`config.mk`:
```
export PLATFORM = sky130hd
export DESIGN_NAME = md_hazard_unit
export DESIGN_NICKNAME = d
export VERILOG_FILES = /design/src/rtl/md_hazard_unit_pkg.sv /design/src/rtl/md_instr_classifier.sv /design/src/rtl/md_hazard_unit.sv
export SDC_FILE = /design/constraint.sdc
export NUM_CORES = 1
export LEC_CHECK = 0
export CORE_MARGIN = 5
export CORE_UTILIZATION = 25
export DETAILED_ROUTE_END_ITERATION = 16
export GPL_ROUTABILITY_DRIVEN = 1
export GPL_TIMING_DRIVEN = 0
export PLACE_DENSITY_LB_ADDON = 0.15
export SYNTH_ARGS = -nofsm -noshare
export SYNTH_HDL_FRONTEND = slang
export SYNTH_SLANG_ARGS = --single-unit
```
`constraint.sdc`:
```
create_clock -name clk -period 3.9 [get_ports clk]
set_clock_uncertainty 0.05 [all_clocks]
set_input_delay 1.17 -clock clk [delete_from_list [all_inputs] [get_ports clk]]
set_output_delay 1.17 -clock clk [all_outputs]
set_load 0.01 [all_outputs]
```
`src/rtl/md_hazard_unit_pkg.sv`:
```
// ---------------------------------------------------------------------------
// md_hazard_unit_pkg
// Shared decode constants and helpers for the multiply/divide (HI/LO) hazard
// unit of the 5-stage MIPS pipeline.
//   - Instruction field slices (opcode, funct).
//   - SPECIAL / SPECIAL2 opcodes and every HI/LO-related funct code.
//   - Countdown state type (IDLE while the count is zero, BUSY otherwise).
// Optional decode: `MD_MADD_EN` (consumed by md_instr_classifier).
// ---------------------------------------------------------------------------
package md_hazard_unit_pkg;

  localparam logic [5:0] OP_SPECIAL  = 6'b000000;
  localparam logic [5:0] OP_SPECIAL2 = 6'b011100;

  // SPECIAL funct codes
  localparam logic [5:0] FN_MFHI  = 6'b010000;
  localparam logic [5:0] FN_MTHI  = 6'b010001;
  localparam logic [5:0] FN_MFLO  = 6'b010010;
  localparam logic [5:0] FN_MTLO  = 6'b010011;
  localparam logic [5:0] FN_MULT  = 6'b011000;
  localparam logic [5:0] FN_MULTU = 6'b011001;
  localparam logic [5:0] FN_DIV   = 6'b011010;
  localparam logic [5:0] FN_DIVU  = 6'b011011;

  // SPECIAL2 funct codes (MADD family)
  localparam logic [5:0] FN_MADD  = 6'b000000;
  localparam logic [5:0] FN_MADDU = 6'b000001;
  localparam logic [5:0] FN_MSUB  = 6'b000100;
  localparam logic [5:0] FN_MSUBU = 6'b000101;

  typedef enum logic {
    MD_IDLE = 1'b0,
    MD_BUSY = 1'b1
  } md_state_e;

  function automatic logic [5:0] opcode_of(input logic [31:0] instr);
    return instr[31:26];
  endfunction

  function automatic logic [5:0] funct_of(input logic [31:0] instr);
    return instr[5:0];
  endfunction

endpackage : md_hazard_unit_pkg

```
`src/rtl/md_instr_classifier.sv`:
```
// ---------------------------------------------------------------------------
// md_instr_classifier
// Purely combinational decode of one instruction word into its HI/LO role.
// Ports:
//   instr     in  32  instruction word
//   md_start  out  1  mult/multu/div/divu (plus MADD family when enabled)
//   hilo_user out  1  reads or writes HI/LO (md_start, mfhi, mflo, mthi, mtlo)
//   is_div    out  1  div/divu (selects the longer latency)
// Optional decode: define `MD_MADD_EN` to treat madd/maddu/msub/msubu
// (SPECIAL2) as multiply-latency MDU instructions.
// ---------------------------------------------------------------------------
module md_instr_classifier
  import md_hazard_unit_pkg::*;
(
  input  logic [31:0] instr,
  output logic        md_start,
  output logic        hilo_user,
  output logic        is_div
);

  logic [5:0]  opcode;
  logic [5:0]  funct;
  logic [19:0] fields_unused;

  assign opcode        = opcode_of(instr);
  assign funct         = funct_of(instr);
  assign fields_unused = instr[25:6];  // register/shamt fields play no part in HI/LO hazards

  always_comb begin
    // NOTE: every output gets a default before any branch so no path leaves
    // one unassigned, which would otherwise infer a latch.
    md_start  = 1'b0;
    hilo_user = 1'b0;
    is_div    = 1'b0;

    if (opcode == OP_SPECIAL) begin
      unique case (funct)
        FN_MULT, FN_MULTU: begin
          md_start  = 1'b1;
          hilo_user = 1'b1;
        end
        FN_DIV, FN_DIVU: begin
          md_start  = 1'b1;
          hilo_user = 1'b1;
          is_div    = 1'b1;
        end
        FN_MFHI, FN_MFLO, FN_MTHI, FN_MTLO: hilo_user = 1'b1;
        default: ;
      endcase
    end

`ifdef MD_MADD_EN
    if (opcode == OP_SPECIAL2) begin
      unique case (funct)
        FN_MADD, FN_MADDU, FN_MSUB, FN_MSUBU: begin
          md_start  = 1'b1;
          hilo_user = 1'b1;
        end
        default: ;
      endcase
    end
`endif
  end

endmodule : md_instr_classifier

```
`src/rtl/md_hazard_unit.sv`:
```
// ---------------------------------------------------------------------------
// md_hazard_unit
// HI/LO hazard tracking for the multiply/divide unit. An MDU op leaving E
// loads a latency countdown; HI/LO users in D stall until it expires.
// Ports:
//   clk            in   1      rising-edge clock
//   reset          in   1      synchronous, active-high reset
//   instr_d        in   32     D-stage instruction
//   instr_e        in   32     E-stage instruction
//   instr_e_valid  in   1      E-stage slot holds a real instruction
//   mdu_flush      in   1      exception/eret flush, aborts in-flight op
//   stall_d        out  1      freeze PC/F/D, bubble into E
//   busy           out  1      HI/LO result pending
//   done           out  1      one-cycle pulse when the countdown finishes
//   remaining      out  CNT_W  cycles left (0 when idle)
// Optional decode: `MD_MADD_EN` (see md_instr_classifier).
// Parameters must satisfy 2**CNT_W > max(MULT_CYCLES, DIV_CYCLES).
// ---------------------------------------------------------------------------
module md_hazard_unit
  import md_hazard_unit_pkg::*;
#(
  parameter int unsigned MULT_CYCLES = 5,
  parameter int unsigned DIV_CYCLES  = 10,
  parameter int unsigned CNT_W       = 8
) (
  input  logic             clk,
  input  logic             reset,
  input  logic [31:0]      instr_d,
  input  logic [31:0]      instr_e,
  input  logic             instr_e_valid,
  input  logic             mdu_flush,
  output logic             stall_d,
  output logic             busy,
  output logic             done,
  output logic [CNT_W-1:0] remaining
);

  localparam logic [CNT_W-1:0] MULT_LOAD = CNT_W'(MULT_CYCLES);
  localparam logic [CNT_W-1:0] DIV_LOAD  = CNT_W'(DIV_CYCLES);
  localparam logic [CNT_W-1:0] CNT_ONE   = CNT_W'(1);

  logic             md_start_e;
  logic             is_div_e;
  logic             hilo_user_e_unused;
  logic             md_start_d_unused;
  logic             hilo_user_d;
  logic             is_div_d_unused;
  logic             start_e;
  logic [CNT_W-1:0] count;
  logic [CNT_W-1:0] count_next;
  logic             done_next;
  md_state_e        state;

  md_instr_classifier u_class_d (
    .instr     (instr_d),
    .md_start  (md_start_d_unused),
    .hilo_user (hilo_user_d),
    .is_div    (is_div_d_unused)
  );

  md_instr_classifier u_class_e (
    .instr     (instr_e),
    .md_start  (md_start_e),
    .hilo_user (hilo_user_e_unused),
    .is_div    (is_div_e)
  );

  // A flush in the same cycle kills the start: the op never reaches the MDU.
  assign start_e = instr_e_valid & md_start_e & ~mdu_flush;

  // The FSM state is fully encoded by the counter, so it is decoded rather
  // than stored separately.
  assign state = (count != '0) ? MD_BUSY : MD_IDLE;

  always_comb begin
    count_next = count;
    done_next  = 1'b0;
    if (mdu_flush) begin
      count_next = '0;                          // abort: no done pulse
    end else if (start_e) begin
      count_next = is_div_e ? DIV_LOAD : MULT_LOAD;  // a reload restarts the wait
    end else begin
      unique case (state)
        MD_BUSY: begin
          count_next = count - CNT_ONE;
          done_next  = (count == CNT_ONE);
        end
        default: ;                              // idle: nothing to count
      endcase
    end
  end

  always_ff @(posedge clk) begin
    // NOTE: non-blocking assignments so every register samples the
    // pre-edge values, independent of statement order.
    if (reset) begin
      count <= '0;
      done  <= 1'b0;
    end else begin
      count <= count_next;
      done  <= done_next;
    end
  end

  assign busy      = (state == MD_BUSY);
  assign remaining = count;
  // A starting op stalls its D-stage consumer in the same cycle, before the
  // counter has loaded.
  assign stall_d   = hilo_user_d & (busy | start_e);

endmodule : md_hazard_unit

```
---- Word level (Yosys, flattened, before mapping) ----
Cells that the tools add are included.
word-level totals
  output and inout port bits .............. 11
  logic and storage cells ................. 41
  bits in registers ....................... 9
  input bits .............................. 68
operators by class
  bitwise gates (word level) .............. 6
  $add $sub $neg .......................... 1
  reductions and logical operators ........ 9
  multiplexer cells ....................... 10
  equality and inequality tests ........... 13
operators by type and width
  cell                                                                 number
  6-bit by 5-bit == test with 1-bit output (second input constant)     12
  8-bit two-way mux                                                    2
  6-bit logical NOT                                                    2
  8-bit by 1-bit == test with 1-bit output (second input constant)     1
  8-bit nonzero test                                                   1
  4-bit OR reduction                                                   2
  8-bit OR reduction                                                   1
  8-bit by 1-bit subtractor with 8-bit output (second input constant)  1
  1-bit two-way mux                                                    7
  4-bit two-way mux                                                    1
  2-bit OR reduction                                                   2
  1-bit AND                                                            3
  1-bit inverter                                                       2
  2-bit nonzero test                                                   1
  1-bit bitwise OR                                                     1

---- Longest topological paths before layout ----
  depth in word-level cells ............... 8
  depth in mapped cells ................... 6
  depth with buffers taken out ............ 6

---- Hierarchy ----
Synthesis repeated with hierarchy kept, for this count alone.
second synthesis, totals
  cells, all modules ...................... 81
  area total of the unflattened synthesis .. 713.2 um2
modules (own cells, without submodules)
  module               area each (um2)  sequential area each (um2)  times used  cells an instance
  md_hazard_unit       580.6            180.2                       1           65
  md_instr_classifier  66.3             0.0                         2           8

---- Least setup slack after synthesis ----
No wires, ideal clock.
  path type ............................... input -> output
  start ................................... in instr_e[28]
  end ..................................... out stall_d
  data arrival time ....................... 1.957 ns
  stages on the path ...................... 3
  slack ................................... 0.723 ns
  data required time ...................... 2.680 ns
  path buffers ............................ 0
  cells stage by stage .................... nor4_1 nand3_1 a21oi_1
between the ends
  word-level cells in the longest chain between the ends .. 6
ends and longest elaborated chain
  element                  RTL line                   source
  start, declared          md_hazard_unit.sv:29       input logic [31:0] instr_e,
  6-bit logical NOT        md_instr_classifier.sv:36  if (opcode == OP_SPECIAL) begin
  1-bit two-way mux        md_instr_classifier.sv:36
  1-bit AND (2 in series)  md_hazard_unit.sv:69       assign start_e = instr_e_valid & md_start_e & ~mdu_flush;
  1-bit bitwise OR         md_hazard_unit.sv:109      assign stall_d = hilo_user_d & (busy | start_e);
  1-bit AND                md_hazard_unit.sv:109
  end, declared            md_hazard_unit.sv:32       output logic stall_d,
No other way between the ends.

---- Worst setup path after layout ----
Same ends and word-level chain as after synthesis.

==> results.yml <==
clocking:
  holdBufCountCts: 0
  cts_tree: "built"
  clock-sinks: 9
  path_clk_slew_ps: 60
  clock_latency_ps: 260
  cts_inserted_buffers: 3
  htree_levels: 1
  root_buffer: "clkbuf_4"
  cts_buffer_depth: 2
drt:
  drt_first_pass_iters: 4
  drc: 0
  ant_nets: 0
  drt_iter0_drc: 3
  wl_per_cell_um: 11.4
  vias: 620
  viasPerCell: 4.84
  totalWireLength_um: 1460
grt:
  grt_pass1_wl_um: 2480
  grt_usage_pct: 9.81
  grt_max_degree: 8
  antenna_found_initial: 0
  overflow: 0
  grt_pass1_vias: 650
synth:
  ys_ff_latch: 9
  synth-edff-count: 0
  ys.flop_type: "dfxtp_1"
  ys_seq_area_share_pct: 32.4
  syn-num-nets: 132
  syn-instance-count: 61
  yosys_warnings: 0
  syn_area_per_cell_um2: 9.13
  ys_async_sr_fraction_pct: 0
  synth.distinct_cells: 30
  synthesis.area_um2: 557
cells_and_area:
  fin_area_um2: 977
  final_nets: 172
  layout-drive-gt1-share_pct: 13.0
  final_cell_mix: "33 x clkdlybuf4s50_1, 9 x dfxtp_1, 8 x nor2_1, 4 x inv_1, 4 x xnor2_1"
  mostFrequentLayoutCell: "clkdlybuf4s50_1"
  antennaDiodeCount: 0
  area_growth_pct: 75.5
sta:
  fin_tns_setup_ps: 0
  hold_slack_ps: 500
  rsz0062_at_grt: "false"
  slew_headroom_pct: 71.9
  period_share_pct: 94.5
  hold_viol_final: 0
  setup_viol: 0
  period_needed_ps: 3690
  drv_slew: 0
  tightest_slew_ps: 419
  max_freq_mhz: 271
critical_path:
  critPathKind: "in2out"
  max_stage_delay_ps: 420
  cp_data_required_time_ps: 2680
  cp_data_arrival_time_ps: 2470
  crit_path_max_fanout: 2
  slowest_stage: "clkdlybuf4s50_1"
  crit_path_end_kind: "output pin"
  worstPathCellList: "clkdlybuf4s50_1 > nor4_2 > nand3_1 > a21oi_1 > dlygate4sd2_1"
  cp_top_family: "buffers and inverters"
  cp_num_buf_inv: 2
  cp-start-kind: "primary input"
run:
  drv_cap: 0
floorplan:
  pin_count: 79
  core-area_mm2: 0.00217
  start_util_pct: 25.7
  die_y_um: 57.2
  die-area_mm2: 0.00327
  die_w_um: 57.2
  rows: 17
place:
  port_buffers: 34
  placed_area_um2: 932
  place.gp.congestion: 0.673
  hpwl_um: 1260
power_and_ir_drop:
  ir_drop_mv: 0.445
  totalPowerFinal_uw: 760
  leakage_uw: 0.000358
  pwr_density_cell_mw_per_mm2: 778
hold_path:
  hp-class: "reg2reg"
status:
  status: "finished clean"
-- cell type report --
type	count	area [um^2]
Timing Repair Buffer	35	347
Clock buffer	4	26.3
Inverter	4	15.0
Fill cell	226	1190
Sequential cell	9	180
Tap cell	28	35.0
Multi-Input combinational cell	48	374
-- worst register-to-register path: cells and delay by family (launching register included) --
family | cells | cell delay [ps]
compound gates | 1 | 330
simple gates | 2 | 540
fa+ha+maj | 1 | 180
xor+xnor | 1 | 160
flops | 1 | 370
buf+inv | 1 | 110
-- synth_stat cells, types with 2 or more instances --
master,instances,area share (%)
dfxtp_1,9,32
nor2_1,8,5.4
inv_1,4,2.7
xnor2_1,4,6.3
ha_1,3,6.7
nor4_1,3,3.4
a211oi_1,2,2.7
a21oi_1,2,1.8
nand2_1,2,1.3
nand3_1,2,1.8
nand4b_1,2,3.1
o21ai_0,2,1.8
-- path summary, 6_finish.rpt --
kind	start	to	slack, ps	cells after the start
worst max-delay path	instr_e[28]	stall_d	210	5
worst min-delay path	remaining[3]	remaining[3]	500	2
worst max register to register	remaining[0]	remaining[6]	2060	6
worst min register to register	remaining[3]	remaining[3]	500	2
-- registers in the layout, indices dropped and copies added, names as in the netlist --
register / flops
remaining: 8
done: 1
-- cell families after synthesis --
| logic type | Yosys count | share of synthesized area, % |
|---|---|---|
| AO/OA/AOI/OAI | 13 | 16.4 |
| XOR/XNOR | 5 | 7.86 |
| adder cells (fa/ha/maj) | 3 | 6.74 |
| buffers and inverters | 4 | 2.70 |
| flip-flops | 9 | 32.4 |
| multiplexers | 1 | 2.02 |
| AND/OR/NAND/NOR | 26 | 31.9 |
-- per-layer routing --
layer,global-route usage [%],wire (um),vias up
li1,-,-,307
met1,9.84,567,275
met2,16.2,690,33
met3,3.62,147,5
met4,7.95,51,0
met5,0,0,-
-- per-stage QoR --
stage               setup slack [ps]  instances  utilization [%]
floorplan                        723         61                -
global placement                -288        123             43.0
detailed placement              -284        123             43.0
CTS                              190        128             45.0
global route                    59.6        128             45.0
finish                           214        128             45.0
-- repair_timing --
| item | in CTS | in global routing |
|---|---|---|
| setup endpoints to repair | 1 | 0 |
| gates resized for setup | 3 | 0 |
| endpoints found under the hold margin | 0 | 0 |
| buffers inserted | 1 | 0 |
-- where the power goes --
part           switching (uW)  total (uW)  internal (uW)
clock network            35.0        74.6           39.6
registers                43.3         167            124
logic                     220         519            298
(Power assumes the default switching activity.)
